<file path="config.mk">
export PLATFORM = sky130hd
export DESIGN_NAME = buyruk_getir
export DESIGN_NICKNAME = d
export VERILOG_FILES = /design/src/rtl/getir_paket.sv /design/src/rtl/buyruk_fifo.sv /design/src/rtl/buyruk_getir.sv
export SDC_FILE = /design/constraint.sdc
export NUM_CORES = 1
export LEC_CHECK = 0
export ABC_AREA = 1
export CAP_MARGIN = 0
export CORE_MARGIN = 2
export CORE_UTILIZATION = 50
export CTS_CLUSTER_DIAMETER = 200
export CTS_CLUSTER_SIZE = 14
export DETAILED_ROUTE_END_ITERATION = 6
export HOLD_SLACK_MARGIN = 0.08
export PLACE_DENSITY = 0.74
export SYNTH_ARGS = -nofsm -noshare
export SYNTH_HDL_FRONTEND = slang
export SYNTH_SLANG_ARGS = --single-unit
</file>
<file path="constraint.sdc">
create_clock -name clk_i -period 7.5 [get_ports clk_i]
set_input_delay 1.5 -clock clk_i [delete_from_list [all_inputs] [get_ports clk_i]]
set_output_delay 1.5 -clock clk_i [all_outputs]
set_load 0.02 [all_outputs]
</file>
<file path="src/rtl/getir_paket.sv">
// +----------------------------------------------------------------------------+
// | getir_paket                                                                |
// | Shared constants and FIFO entry type for the buyruk_getir fetch unit.      |
// | Rev 1.0                                                                    |
// +----------------------------------------------------------------------------+
`default_nettype none

`ifndef BB_ADRES_BIT
`define BB_ADRES_BIT 8
`endif

package getir_paket;

  localparam logic [31:0] NOP_BUYRUK  = 32'h0000_0013;
  localparam int unsigned BUYRUK_BAYT = 4;

  typedef struct packed {
    logic [31:0] ps;
    logic [31:0] buyruk;
    logic        hata;
  } getir_girdi_t;

endpackage

`default_nettype wire

</file>
<file path="src/rtl/buyruk_fifo.sv">
// +----------------------------------------------------------------------------+
// | buyruk_fifo                                                                |
// | Generic synchronous FIFO with flush; head entry is always presented.       |
// | Rev 1.0                                                                    |
// +----------------------------------------------------------------------------+
`default_nettype none

module buyruk_fifo
  import getir_paket::*;
#(
  parameter int  FIFO_DEPTH = 2,
  parameter type T          = getir_girdi_t
) (
  input  logic                              clk_i,
  input  logic                              rst_i,
  input  logic                              push_i,
  input  T                                  push_data_i,
  input  logic                              pop_i,
  input  logic                              flush_i,
  output logic [$clog2(FIFO_DEPTH+1)-1:0]   count_o,
  output T                                  head_o
);

  localparam int PW = $clog2(FIFO_DEPTH);
  localparam int CW = $clog2(FIFO_DEPTH + 1);
  localparam logic [CW-1:0] FULL_COUNT = FIFO_DEPTH[CW-1:0];

  T              mem_q [FIFO_DEPTH];
  T              mem_d [FIFO_DEPTH];
  logic [PW-1:0] wr_ptr_q, wr_ptr_d;
  logic [PW-1:0] rd_ptr_q, rd_ptr_d;
  logic [CW-1:0] count_q, count_d;
  logic          pop_eff;

  always_comb begin
    // A pop against an empty FIFO has nothing to remove.
    pop_eff  = pop_i && (count_q != '0);
    mem_d    = mem_q;
    wr_ptr_d = wr_ptr_q;
    rd_ptr_d = rd_ptr_q;
    count_d  = count_q;
    if (flush_i) begin
      wr_ptr_d = '0;
      rd_ptr_d = '0;
      count_d  = '0;
    end else begin
      if (push_i) begin
        mem_d[wr_ptr_q] = push_data_i;
        wr_ptr_d        = wr_ptr_q + 1'b1;
      end
      if (pop_eff) begin
        rd_ptr_d = rd_ptr_q + 1'b1;
      end
      case ({push_i, pop_eff})
        2'b10:   count_d = count_q + 1'b1;
        2'b01:   count_d = count_q - 1'b1;
        default: count_d = count_q;
      endcase
    end
  end

  always_ff @(posedge clk_i) begin
    if (rst_i) begin
      for (int i = 0; i < FIFO_DEPTH; i++) begin
        mem_q[i] <= '0;
      end
      wr_ptr_q <= '0;
      rd_ptr_q <= '0;
      count_q  <= '0;
    end else begin
      mem_q    <= mem_d;
      wr_ptr_q <= wr_ptr_d;
      rd_ptr_q <= rd_ptr_d;
      count_q  <= count_d;
    end
  end

  assign count_o = count_q;
  assign head_o  = mem_q[rd_ptr_q];

  a_no_overflow: assert property (@(posedge clk_i) disable iff (rst_i)
    !(push_i && !flush_i && !pop_eff && (count_q == FULL_COUNT)));

endmodule

`default_nettype wire

</file>
<file path="src/rtl/buyruk_getir.sv">
// +----------------------------------------------------------------------------+
// | buyruk_getir                                                               |
// | Instruction fetch: PC, SRAM read issue, instruction FIFO, redirect flush.  |
// | Optional macro BUYRUK_GETIR_SINIR_EN adds out-of-range fetch reporting.    |
// | Rev 1.0                                                                    |
// +----------------------------------------------------------------------------+
`default_nettype none

module buyruk_getir
  import getir_paket::*;
#(
  parameter logic [31:0] RESET_PC   = 32'h0000_0000,
  parameter int          FIFO_DEPTH = 2
) (
  input  logic                     clk_i,
  input  logic                     rst_i,
  input  logic                     ket_gecerli_i,
  input  logic [31:0]              ket_ps_i,
  input  logic                     coz_hazir_i,
  output logic                     buyruk_gecerli_o,
  output logic [31:0]              buyruk_o,
  output logic [31:0]              buyruk_ps_o,
`ifdef BUYRUK_GETIR_SINIR_EN
  output logic                     buyruk_hata_o,
`endif
  output logic [`BB_ADRES_BIT-1:0] bb_addra_o,
  output logic                     bb_ena_o,
  output logic [3:0]               bb_wea_o,
  output logic [31:0]              bb_dina_o,
  input  logic [31:0]              bb_douta_i
);

  localparam int CW = $clog2(FIFO_DEPTH + 1);
  localparam logic [CW:0] DEPTH_C = FIFO_DEPTH[CW:0];

  logic [31:0]   pc_q, pc_d;
  logic [31:0]   inflight_pc_q, inflight_pc_d;
  logic          inflight_q, inflight_d;
  logic          inflight_hata_q, inflight_hata_d;
  logic [CW-1:0] count;
  logic [CW:0]   occupancy;
  logic          pop, issue, push, pc_sinir_disi;
  getir_girdi_t  head, push_data;
  logic          unused_ok;

  assign pop              = buyruk_gecerli_o & coz_hazir_i;
  assign buyruk_gecerli_o = (count != '0);

`ifdef BUYRUK_GETIR_SINIR_EN
  assign pc_sinir_disi = (pc_q[31:`BB_ADRES_BIT+2] != '0);
  assign buyruk_hata_o = head.hata;
`else
  assign pc_sinir_disi = 1'b0;
`endif

  always_comb begin
    occupancy = {1'b0, count} + {{CW{1'b0}}, inflight_q} - {{CW{1'b0}}, pop};
    issue     = !rst_i && !ket_gecerli_i && (occupancy < DEPTH_C);
    // An out-of-range fetch still occupies a slot but never touches the SRAM.
    bb_ena_o  = issue && !pc_sinir_disi;

    pc_d            = pc_q;
    inflight_d      = issue;
    inflight_pc_d   = inflight_pc_q;
    inflight_hata_d = inflight_hata_q;
    if (ket_gecerli_i) begin
      pc_d = {ket_ps_i[31:2], 2'b00};
    end else if (issue) begin
      pc_d            = pc_q + 32'(BUYRUK_BAYT);
      inflight_pc_d   = pc_q;
      inflight_hata_d = pc_sinir_disi;
    end

    // Data returning during a redirect belongs to the old path and is dropped.
    push             = inflight_q && !ket_gecerli_i;
    push_data.ps     = inflight_pc_q;
    push_data.buyruk = inflight_hata_q ? NOP_BUYRUK : bb_douta_i;
    push_data.hata   = inflight_hata_q;
  end

  always_ff @(posedge clk_i) begin
    if (rst_i) begin
      pc_q            <= {RESET_PC[31:2], 2'b00};
      inflight_q      <= 1'b0;
      inflight_pc_q   <= '0;
      inflight_hata_q <= 1'b0;
    end else begin
      pc_q            <= pc_d;
      inflight_q      <= inflight_d;
      inflight_pc_q   <= inflight_pc_d;
      inflight_hata_q <= inflight_hata_d;
    end
  end

  buyruk_fifo #(
    .FIFO_DEPTH (FIFO_DEPTH),
    .T          (getir_girdi_t)
  ) u_fifo (
    .clk_i       (clk_i),
    .rst_i       (rst_i),
    .push_i      (push),
    .push_data_i (push_data),
    .pop_i       (pop),
    .flush_i     (ket_gecerli_i),
    .count_o     (count),
    .head_o      (head)
  );

  assign buyruk_o    = head.buyruk;
  assign buyruk_ps_o = head.ps;
  assign bb_addra_o  = pc_q[`BB_ADRES_BIT+1:2];
  assign bb_wea_o    = 4'b0000;
  assign bb_dina_o   = 32'h0;

  assign unused_ok = &{1'b0, ket_ps_i[1:0], pc_q[1:0], pc_q[31:`BB_ADRES_BIT+2], head.hata};

endmodule

`default_nettype wire

</file>
==> results.md, run 1 <==
* DRC viols at 0
* Port bufs at about 140
* CTS tree: done
* XOR/XNOR share of the synthesized area at 0.005998
* Psw at 570.8 µW
* Pwr dens at about 210 nW/µm²
* Synth warn at 0
* Status: finished, final reports clean
* Cell variety after synth at 32
* Post CTS Setup Buffer Count at 0
* Switching Fraction at 0.2619
* Maximum root-to-sink buffer count at 2
* Post-cts repair resize count at 0
* Sequential area share after synthesis at 0.4319
* Max-Cap Viols at 0
* IO Pins at 178
* Sink Count at 189
* Die span in x at 136.4 µm
* HPWL Detailed at 12.96 mm
* Slew margin rel. at 0.2522
* Drt total wl at 19.95 mm
* Standard-cell rows at 48
* Fillers at 1643
* Drt pass-1 iters at 5
* Area leader, netlist: dfxtp_1
* Chip height at ~140 µm
* Pint at 1609 µW
* Post-synthesis compound-gate area fraction at 0.1824
* Arr. time, crit path at 3.85 ns
* WL/cell at 12.51 µm
* Maximum VDD drop at 0.1610 mV
* Max Clock Freq at 187.1 MHz
* Simple-Gate Fraction of Synth Area at 0.2351
* Initial antenna violation count at 0
* Skew final at 0.009757 ns
* Pre-CTS setup slack at 2.148 ns
* CTS Hold Bufs at 0
* FF+latch count, synth at 189
* Antenna Violating Nets Remaining at 0
* Pwr Total at 2180 µW
* Fin worst setup slack at about 2.2 ns
* Reg power frac at 0.493
* Logic gate share of total power at 0.122
* Area contributors post-synth: dfxtp_1, o21ai_0, nand2_1, nor2_1, inv_1
* Period utilization at 0.7127
* First-pass GRT wire length at 32.37 mm
* Max-slew violations at 0
* Adder-Cell Fraction of Synth Area at 0.006570
* Largest net degree at the start of global routing at 127
* CP Class: in2out
* Vias in the first global route at 6573
* P_leak at 0.004299 µW
* Clock edge transition at the registers on the reported setup and hold paths at 0.06 ns
* Routability congestion estimate at 0.8841
* Die area at ~19000 µm²
* Final TNS setup at 0 ns
* Worst setup path start: coz_hazir_i
* Mapped Cells at 1276
* Tmin final at between 5 and 6 ns
* Total inserted antenna cells at 0
* Clock share of power at 0.385
* Layout cells sized above 1 at 0.04675
* Yosys top cell area share at 0.4319
* CP max FO at 3
* Largest family of logic cells by synthesized area: simple AND/OR/NAND/NOR gates
* Vias at between 7000 and 8000
* Placeable Area at 17240 µm²
* Cell area after synthesis at 8761 µm²
* Num CTS Buffers at 17
* FF-to-FF setup slack at 4.64 ns
* Initial core utilization at 0.5083
* Clk root buf: clkbuf_16
* Worst Setup Start Kind: input pin
* Slew @ Worst Pin at ~1.1 ns
* Total gr overflow at 0
* Reg-to-Reg Start: u_fifo.count_o[1]
* Worst Min Path Start: u_fifo.mem_q[109]
* Commonest cells after routing, fill and taps aside: o21ai_0, nand2_1, nor2_1
* P&R area growth vs syn at 19.89%
* Worst Setup End Kind: output port
* Commonest non-fill, non-tap cell in the layout: o21ai_0
* Drt via density at 4.880
* Mux cell area share after synthesis at 0
* Drt first-iter violations at 498
* RSZ-0062 raised after global routing: false
* Tot GR Track Use at 0.2145
* H-tree Lvls at 4
* Tightest Hold Check Type: reg2reg
* Fin nets at 1428
* Syn avg cell area at 6.866 µm²
* Worst-Skew Late Latency at between 0.4 and 0.5 ns
* Data required time at the worst endpoint at 6.00 ns
* Final Hold Fails at 0
* Final-report setup violation count at 0
## per-stage QoR
stage | util | instance area (µm²) | hold slack [ns] | cells
2_1_floorplan | - | 8900 | 0.4244 | 1313
3_3_place_gp | 0.5772 | 9948 | 0.4329 | 1562
3_5_place_dp | 0.5772 | 9948 | 0.4387 | 1562
4_1_cts | 0.6094 | 10500 | 0.4492 | 1594
5_1_grt | 0.6094 | 10500 | 0.4641 | 1594
6_report | 0.6094 | 10500 | 0.4473 | 1594
## logic make-up after synthesis
family	after synthesis
buffers and inverters	259
AND/OR/NAND/NOR	503
flip-flops	189
other	1
AO/OA/AOI/OAI	314
XOR/XNOR	6
adder cells (fa/ha/maj)	4
## per-layer routing
layer,vias up,share of wire,track usage
met4,0,0.0066,0.03935
li1,4139,-,-
met1,3430,0.49,0.3185
met2,200,0.44,0.3258
met5,-,0,0
met3,10,0.055,0.04101
## flip-flops by register name (all words and copies together), names as in the netlist
| name | count |
|---|---|
| u_fifo.mem_q | 124 |
| u_fifo.wr_ptr_q | 1 |
| pc_q | 30 |
| u_fifo.count_o | 2 |
| inflight_pc_q | 30 |
| inflight_q | 1 |
| u_fifo.rd_ptr_q | 1 |
## synthesized netlist by cell type
master,n
o21ai_0,210
nor2_2,12
inv_2,4
o211ai_1,1
ha_1,3
inv_4,1
and2_1,1
nand2_2,1
nand2_1,209
buf_1,1
xor2_1,4
clkbuf_1,54
a22oi_1,2
or2_2,1
buf_6,5
a211oi_1,6
nand3_1,48
nor2_1,205
xnor2_1,2
dfxtp_1,189
inv_1,133
nor2_4,2
buf_4,47
nand3b_1,3
fa_1,1
a21oi_1,92
nand4_1,7
nand2_4,2
a31oi_1,3
nor3_1,12
conb_1,1
buf_2,14
## power groups by stage
stage	clock network, µW	logic (µW)	registers (µW)
final	839	267	1070
after global routing	907	296	1080
after detailed placement	0	267	1100
after CTS	862	268	1070
after global placement	0	263	1100
after floorplan	0	186	1090
## cell type report
class	instances	area, µm²	share of cell area
Multi-Input combinational cell	865	3928	0.3739
Tap cell	225	281.5	0.02680
Clock buffer	21	470.5	0.04479
Inverter	138	520.5	0.04955
Sequential cell	189	3787	0.3606
Timing Repair Buffer	145	1431	0.1363
Clock inverter	11	85.08	0.008100
## final timing paths
kind	end	cells past startpoint
setup / recovery	bb_ena_o	12
hold / removal	u_fifo.mem_q[109]	2
setup reg to reg	pc_q[5]	18
hold reg to reg	u_fifo.mem_q[109]	2
## worst max-delay path: stages
cell             delay, ns
clkdlybuf4s50_1       0.46
nand2_1               0.07
inv_1                 0.07
ha_1                  0.22
inv_1                 0.05
nand2_1               0.05
fa_1                  0.49
inv_1                 0.05
nor2_2                0.10
nand2_2               0.08
inv_2                 0.09
clkdlybuf4s50_1       0.61
Note: power is estimated with default switching activity, not from simulation.
==> run 2, diff against run 1 <==
Clock period 7.5 ns to 5.3 ns, I/O delays scaled along.
==> run 2 against run 1 <==
Sequential cell count unchanged. First-iteration DRC count decreased by 10%. Critical path depth is the same. Via count grew 2.1%. Sequential power up 42%. Die area unchanged.
==> results.md, run 2 (synthesis results as in run 1) <==
* DRC viols at 0 (unchanged)
* Placeable Area at 17240 µm² (unchanged)
* P_leak at 0.004338 µW (+0.90%)
* Commonest non-fill, non-tap cell in the layout: o21ai_0
* RSZ-0062 raised after global routing: false
* Largest net degree at the start of global routing at 127 (unchanged)
* Pwr dens at 304.3 nW/µm² (+47%)
* Logic gate share of total power at 0.118 (-0.004)
* Clock edge transition at the registers on the reported setup and hold paths at 0.06 ns (about the same)
* Layout cells sized above 1 at 0.04529 (-0.001461)
* IO Pins at 178 (unchanged)
* Switching Fraction at 0.2443 (-0.01762)
* Psw at 784.8 µW (+37%)
* WL/cell at 12.76 µm (+1.9%)
* Fin nets at 1430 (+0.14%)
* CTS Hold Bufs at 0 (unchanged)
* Reg power frac at 0.473 (-0.020)
* HPWL Detailed at 13.00 mm (+0.32%)
* Maximum root-to-sink buffer count at 2 (unchanged)
* Routability congestion estimate at 0.8782 (-0.67%)
* Worst Setup Start Kind: input pin
* Initial antenna violation count at 0 (unchanged)
* Post CTS Setup Buffer Count at 0 (unchanged)
* Worst setup path start: coz_hazir_i
* P&R area growth vs syn at 20.52%
* R2r worst-path depth at 18 (unchanged)
* Status: finished, final reports clean
* Port bufs at 137 (unchanged)
* Post-cts repair resize count at 0 (unchanged)
* Slew @ Worst Pin at 1.120 ns (-0.001498 ns)
* Total gr overflow at 0 (unchanged)
* Clk root buf: clkbuf_16
* Standard-cell rows at 48 (unchanged)
* Chip height at 136.4 µm (unchanged)
* Initial core utilization at 0.5083 (unchanged)
* Skew final at 0.009472 ns (-0.0002856 ns)
* WHS Endpoint: u_fifo.mem_q[124]
* Vias at 7944 (+2.1%)
* Total inserted antenna cells at 0 (unchanged)
* Die area at 18600 µm² (unchanged)
* Drt total wl at 20.33 mm (+1.9%)
* Tot GR Track Use at 0.2165 (+0.001960)
* Max-slew violations at 0 (unchanged)
* Vias in the first global route at 6621 (+0.73%)
* Final-report setup violation count at 0 (unchanged)
* Worst Setup End Kind: output port
* Crit-path cells: clkdlybuf4s50_1 -> nand2_1 -> inv_1 -> ha_1 -> inv_1 -> nand2_1 -> fa_1 -> inv_1 -> nor2_2 -> nand2_2 -> inv_2 -> clkdlybuf4s50_1
* Final Hold Fails at 0 (unchanged)
* Drt via density at 4.984 (+2.1%)
* Num CTS Buffers at 17 (unchanged)
* H-tree Lvls at 4 (unchanged)
* CP max FO at 3 (unchanged)
* Pint at 2428 µW (+51%)
* FF-to-FF setup slack at 2.32 ns (-2.32 ns)
* Worst path slowest cell: clkdlybuf4s50_1
* Tmin final at 4.500 ns
* Max-Cap Viols at 0 (unchanged)
* Worst-Skew Late Latency at 0.43 ns (about the same)
* Sink Count at 189 (unchanged)
* Maximum VDD drop at 0.2439 mV (+51%)
* Drt first-iter violations at 446 (-10%)
* Period utilization at 0.8491
* Max reg flops at 124 (unchanged)
* CTS tree: done
* Regs by FF count: u_fifo.mem_q x124, inflight_pc_q x30, pc_q x30
* Commonest cells after routing, fill and taps aside: o21ai_0, nand2_1, nor2_1
* Antenna Violating Nets Remaining at 0 (unchanged)
* Crit-path most repeated cell: inv_1
* Worst Min Path Start: u_fifo.mem_q[124]
* Tightest Hold Check Type: reg2reg
* Clock share of power at 0.408 (+0.023)
* Post-place instance area at 9963 µm² (+0.15%)
* Die span in x at 136.4 µm (unchanged)
* Final TNS setup at 0 ns (unchanged)
* Data required time at the worst endpoint at 4.24 ns (-1.76 ns)
* Drt pass-1 iters at 5 (unchanged)
* CP Class: in2out
* Cell area after layout at 10560 µm² (+0.52%)
* Reg-to-Reg Start: u_fifo.count_o[1]
* Slew margin rel. at 0.2532 (+0.0009990)
* Worst flop-to-flop path endpoint: pc_q[5]
* CP peak stage delay at 0.60 ns (about the same)
* Top reg by flops: u_fifo.mem_q
* Hold Path Stages at 2 (unchanged)
* First-pass GRT wire length at 32.37 mm (about the same)
* Arr. time, crit path at 3.44 ns (-0.41 ns)
* Max Clock Freq at about 220 MHz
run 2: changes by cell type in the layout (fill, tap and decap cells not counted), sizes merged:
cell,change
inv,-2
clkinvlp,-3
bufinv,+4
buf,+2
clkinv,-1
run 2: worst max-delay path by stage:
stage                to  cells past startpoint  slack [ns]
4_1_cts        bb_ena_o                     12        0.79
6_report       bb_ena_o                     12        0.80
3_3_place_gp   bb_ena_o                     12        0.81
2_1_floorplan  bb_ena_o                     12        1.56
3_5_place_dp   bb_ena_o                     12        0.79
5_1_grt        bb_ena_o                     12        0.67
run 2: metal layers:
metal,vias up,share of wire,global-route usage,routed length (µm)
met3,18,0.056,0.03915,1129
met2,196,0.45,0.3358,9159
met5,-,0,0,0
met4,0,0.0090,0.06076,184
li1,4141,-,-,-
met1,3589,0.48,0.3084,9859
run 2: worst max-delay path, delay by kind of cell:
kind                     cells  cell delay (ns)
adder cells (fa/ha/maj)      2             0.71
buffers and inverters        6             1.36
AND/OR/NAND/NOR              4             0.30
run 2: per-stage QoR:
| stage | instances | total power (µW) | hold WS [ns] | setup slack (ns) | utilization |
|---|---|---|---|---|---|
| 6_report | 1594 | 3213 | 0.4436 | 0.7996 | 0.6126 |
| 5_1_grt | 1594 | 3334 | 0.4615 | 0.6688 | 0.6126 |
| 4_1_cts | 1594 | 3234 | 0.4489 | 0.7877 | 0.6126 |
| 3_5_place_dp | 1564 | 1931 | 0.4389 | 0.7926 | 0.5780 |
| 3_3_place_gp | 1564 | 1924 | 0.4329 | 0.8095 | 0.5780 |
| 2_1_floorplan | 1313 | 1801 | 0.4244 | 1.559 | - |
run 2: final cells by class:
type | instances | area [µm²]
clock buffer | 21 | 450.4
clock inverter | 9 | 145.1
fill | 1673 | 6678
inverter | 138 | 520.5
multi-input combinational | 865 | 3928
sequential | 189 | 3787
tap | 225 | 281.5
timing repair buffer | 147 | 1446
run 2: power groups by stage:
stage | Combinational [µW] | Clock (µW) | Sequential, µW
after floorplan | 263 | 0 | 1540
after global placement | 374 | 0 | 1550
after detailed placement | 379 | 0 | 1550
after CTS | 381 | 1330 | 1520
after global routing | 420 | 1390 | 1530
final | 380 | 1310 | 1520
==> run 3, diff against run 2 <==
Clock period 5.3 ns to 4.25 ns, I/O delays scaled along.
==> run 3 against run 2 <==
Critical path depth is the same. Routed wire length shrank 0.62%. Power grew 22%. Worst setup slack lost 0.59 ns. Sequential power grew 24%. Largest cell class unchanged. First-iteration DRC count shrank 7.8%. Critical endpoint unchanged. Largest power group unchanged. Global-route usage is essentially flat. Clock power grew 18%.
==> results.md, run 3 (synthesis results as in run 1) <==
* Final TNS setup at 0 ns (unchanged)
* Num CTS Buffers at 17 (unchanged)
* Die area at 18600 µm² (unchanged)
* Routability congestion estimate at 0.8686 (-1.1%)
* Commonest cells after routing, fill and taps aside: o21ai_0, nand2_1, nor2_1
* Regs by FF count: u_fifo.mem_q x124, inflight_pc_q x30, pc_q x30
* Tmin final at 4.039 ns
* Standard-cell rows at 48 (unchanged)
* Worst-Skew Late Latency at 0.42 ns (about the same)
* Port bufs at 137 (unchanged)
* Vias at 7850 (-1.2%)
* IO Pins at 178 (unchanged)
* First-pass GRT wire length at 32.75 mm (+1.2%)
* RSZ-0062 raised after global routing: false
* Drt via density at 4.915 (-1.4%)
* Drt first-iter violations at 411 (-7.8%)
* Post CTS Setup Buffer Count at 0 (unchanged)
* Placeable Area at 17240 µm² (unchanged)
* Hold_ws at 0.4459 ns (+0.002268 ns)
* Logic gate share of total power at 0.121 (+0.003)
* CTS tree: done
* Post-layout util at 0.6127 (about the same)
* Psw at 1057 µW (+35%)
* Slew @ Worst Pin at 1.089 ns (-0.03086 ns)
* H-tree Lvls at 4 (unchanged)
* Commonest non-fill, non-tap cell in the layout: o21ai_0
* Top reg by flops: u_fifo.mem_q
* Skew final at 0.007736 ns (-0.001736 ns)
* Worst Setup Start Kind: input pin
* Die span in x at 136.4 µm (unchanged)
* Layout cells sized above 1 at 0.04956 (+0.004274)
* Largest net degree at the start of global routing at 137 (+7.9%)
* Slew margin rel. at 0.2737 (+0.02057)
* HPWL Detailed at 13.04 mm (+0.34%)
* Chip height at 136.4 µm (unchanged)
* Fin nets at 1431 (+0.070%)
* Initial core utilization at 0.5083 (unchanged)
* Sink Count at 189 (unchanged)
* Worst Setup End Kind: output port
* Pwr dens at 371.7 nW/µm² (+22%)
* CTS Hold Bufs at 0 (unchanged)
* Max-Cap Viols at 0 (unchanged)
* Tightest Hold Check Type: reg2reg
* Drt total wl at 20.21 mm (-0.62%)
* Maximum root-to-sink buffer count at 2 (unchanged)
* Antenna Violating Nets Remaining at 0 (unchanged)
* CP max FO at 3 (unchanged)
* CP Class: in2out
* Max-slew violations at 0 (unchanged)
* Drt pass-1 iters at 5 (unchanged)
* Data required time at the worst endpoint at 3.40 ns (-0.84 ns)
* DRC viols at 0 (unchanged)
* Arr. time, crit path at 3.19 ns (-0.25 ns)
* P&R area growth vs syn at 20.54% (about the same)
* Period utilization at 0.9503
* Clock edge transition at the registers on the reported setup and hold paths at 0.07 ns (about the same)
* Final-report setup violation count at 0 (unchanged)
* Final Hold Fails at 0 (unchanged)
* P_leak at 0.004335 µW (about the same)
* Clk root buf: clkbuf_16
* Initial antenna violation count at 0 (unchanged)
* Clock share of power at 0.396 (-0.012)
* Max Clock Freq at 247.6 MHz
* Switching Fraction at 0.2692 (+0.02491)
* Maximum VDD drop at 0.3256 mV (+33%)
* Status: finished, final reports clean
* Tot GR Track Use at 0.2161 (-0.0004187)
* Post-cts repair resize count at 0 (unchanged)
* Total inserted antenna cells at 0 (unchanged)
* WL/cell at 12.65 µm (-0.81%)
* Total gr overflow at 0 (unchanged)
* Max reg flops at 124 (unchanged)
* Pint at 2869 µW (+18%)
* Vias in the first global route at 6794 (+2.6%)
* Reg power frac at 0.483 (+0.010)
==> run 3: power groups by stage <==
stage / Sequential, µW / Clock, µW / Combinational, µW
6_report: 1890 / 1550 / 477
3_5_place_dp: 1930 / 0 / 475
3_3_place_gp: 1930 / 0 / 470
5_1_grt: 1900 / 1650 / 532
4_1_cts: 1890 / 1580 / 478
2_1_floorplan: 1920 / 0 / 328
==> run 3: stage by stage <==
step	instances	setup WS [ns]	total power [µW]	instance area, µm²
2_1_floorplan	1313	0.9286	2246	8900
3_3_place_gp	1565	0.2068	2402	9983
3_5_place_dp	1565	0.1904	2410	9983
4_1_cts	1597	0.1844	3951	10560
5_1_grt	1597	0.07581	4086	10560
6_report	1597	0.2114	3925	10560
==> run 3: layout make-up <==
class	count	area (µm²)
Fill cell	1646	6676
Multi-Input combinational cell	865	3928
Sequential cell	189	3787
Timing Repair Buffer	148	1466
Inverter	138	520.5
Clock buffer	17	425.4
Tap cell	225	281.5
Clock inverter	15	151.4
==> run 3: worst max-delay path, cell delays in order <==
cell and delay (ns):
clkdlybuf4s50_1 0.47, nand2_1 0.08, inv_1 0.08, ha_1 0.22, inv_1 0.05, nand2_1 0.05, fa_1 0.47, inv_1 0.04
nor2_2 0.10, nand2_2 0.06, inv_2 0.09, clkdlybuf4s50_1 0.61
==> run 3: final timing paths <==
check        depth (start not counted)         startpoint           endpoint  slack [ns]
max                                 12        coz_hazir_i           bb_ena_o        0.21
min                                  2  u_fifo.mem_q[125]  u_fifo.mem_q[125]        0.45
max reg2reg                         18  u_fifo.count_o[1]            pc_q[5]        1.41
min reg2reg                          2  u_fifo.mem_q[125]  u_fifo.mem_q[125]        0.45
==> run 3: routing by layer <==
metal / share of wire / track usage / wire length, µm
met1: 0.50 / 0.3113 / 10070
met2: 0.45 / 0.3417 / 9017
met3: 0.048 / 0.03542 / 969
met4: 0.0073 / 0.04398 / 147
met5: 0 / 0 / 0
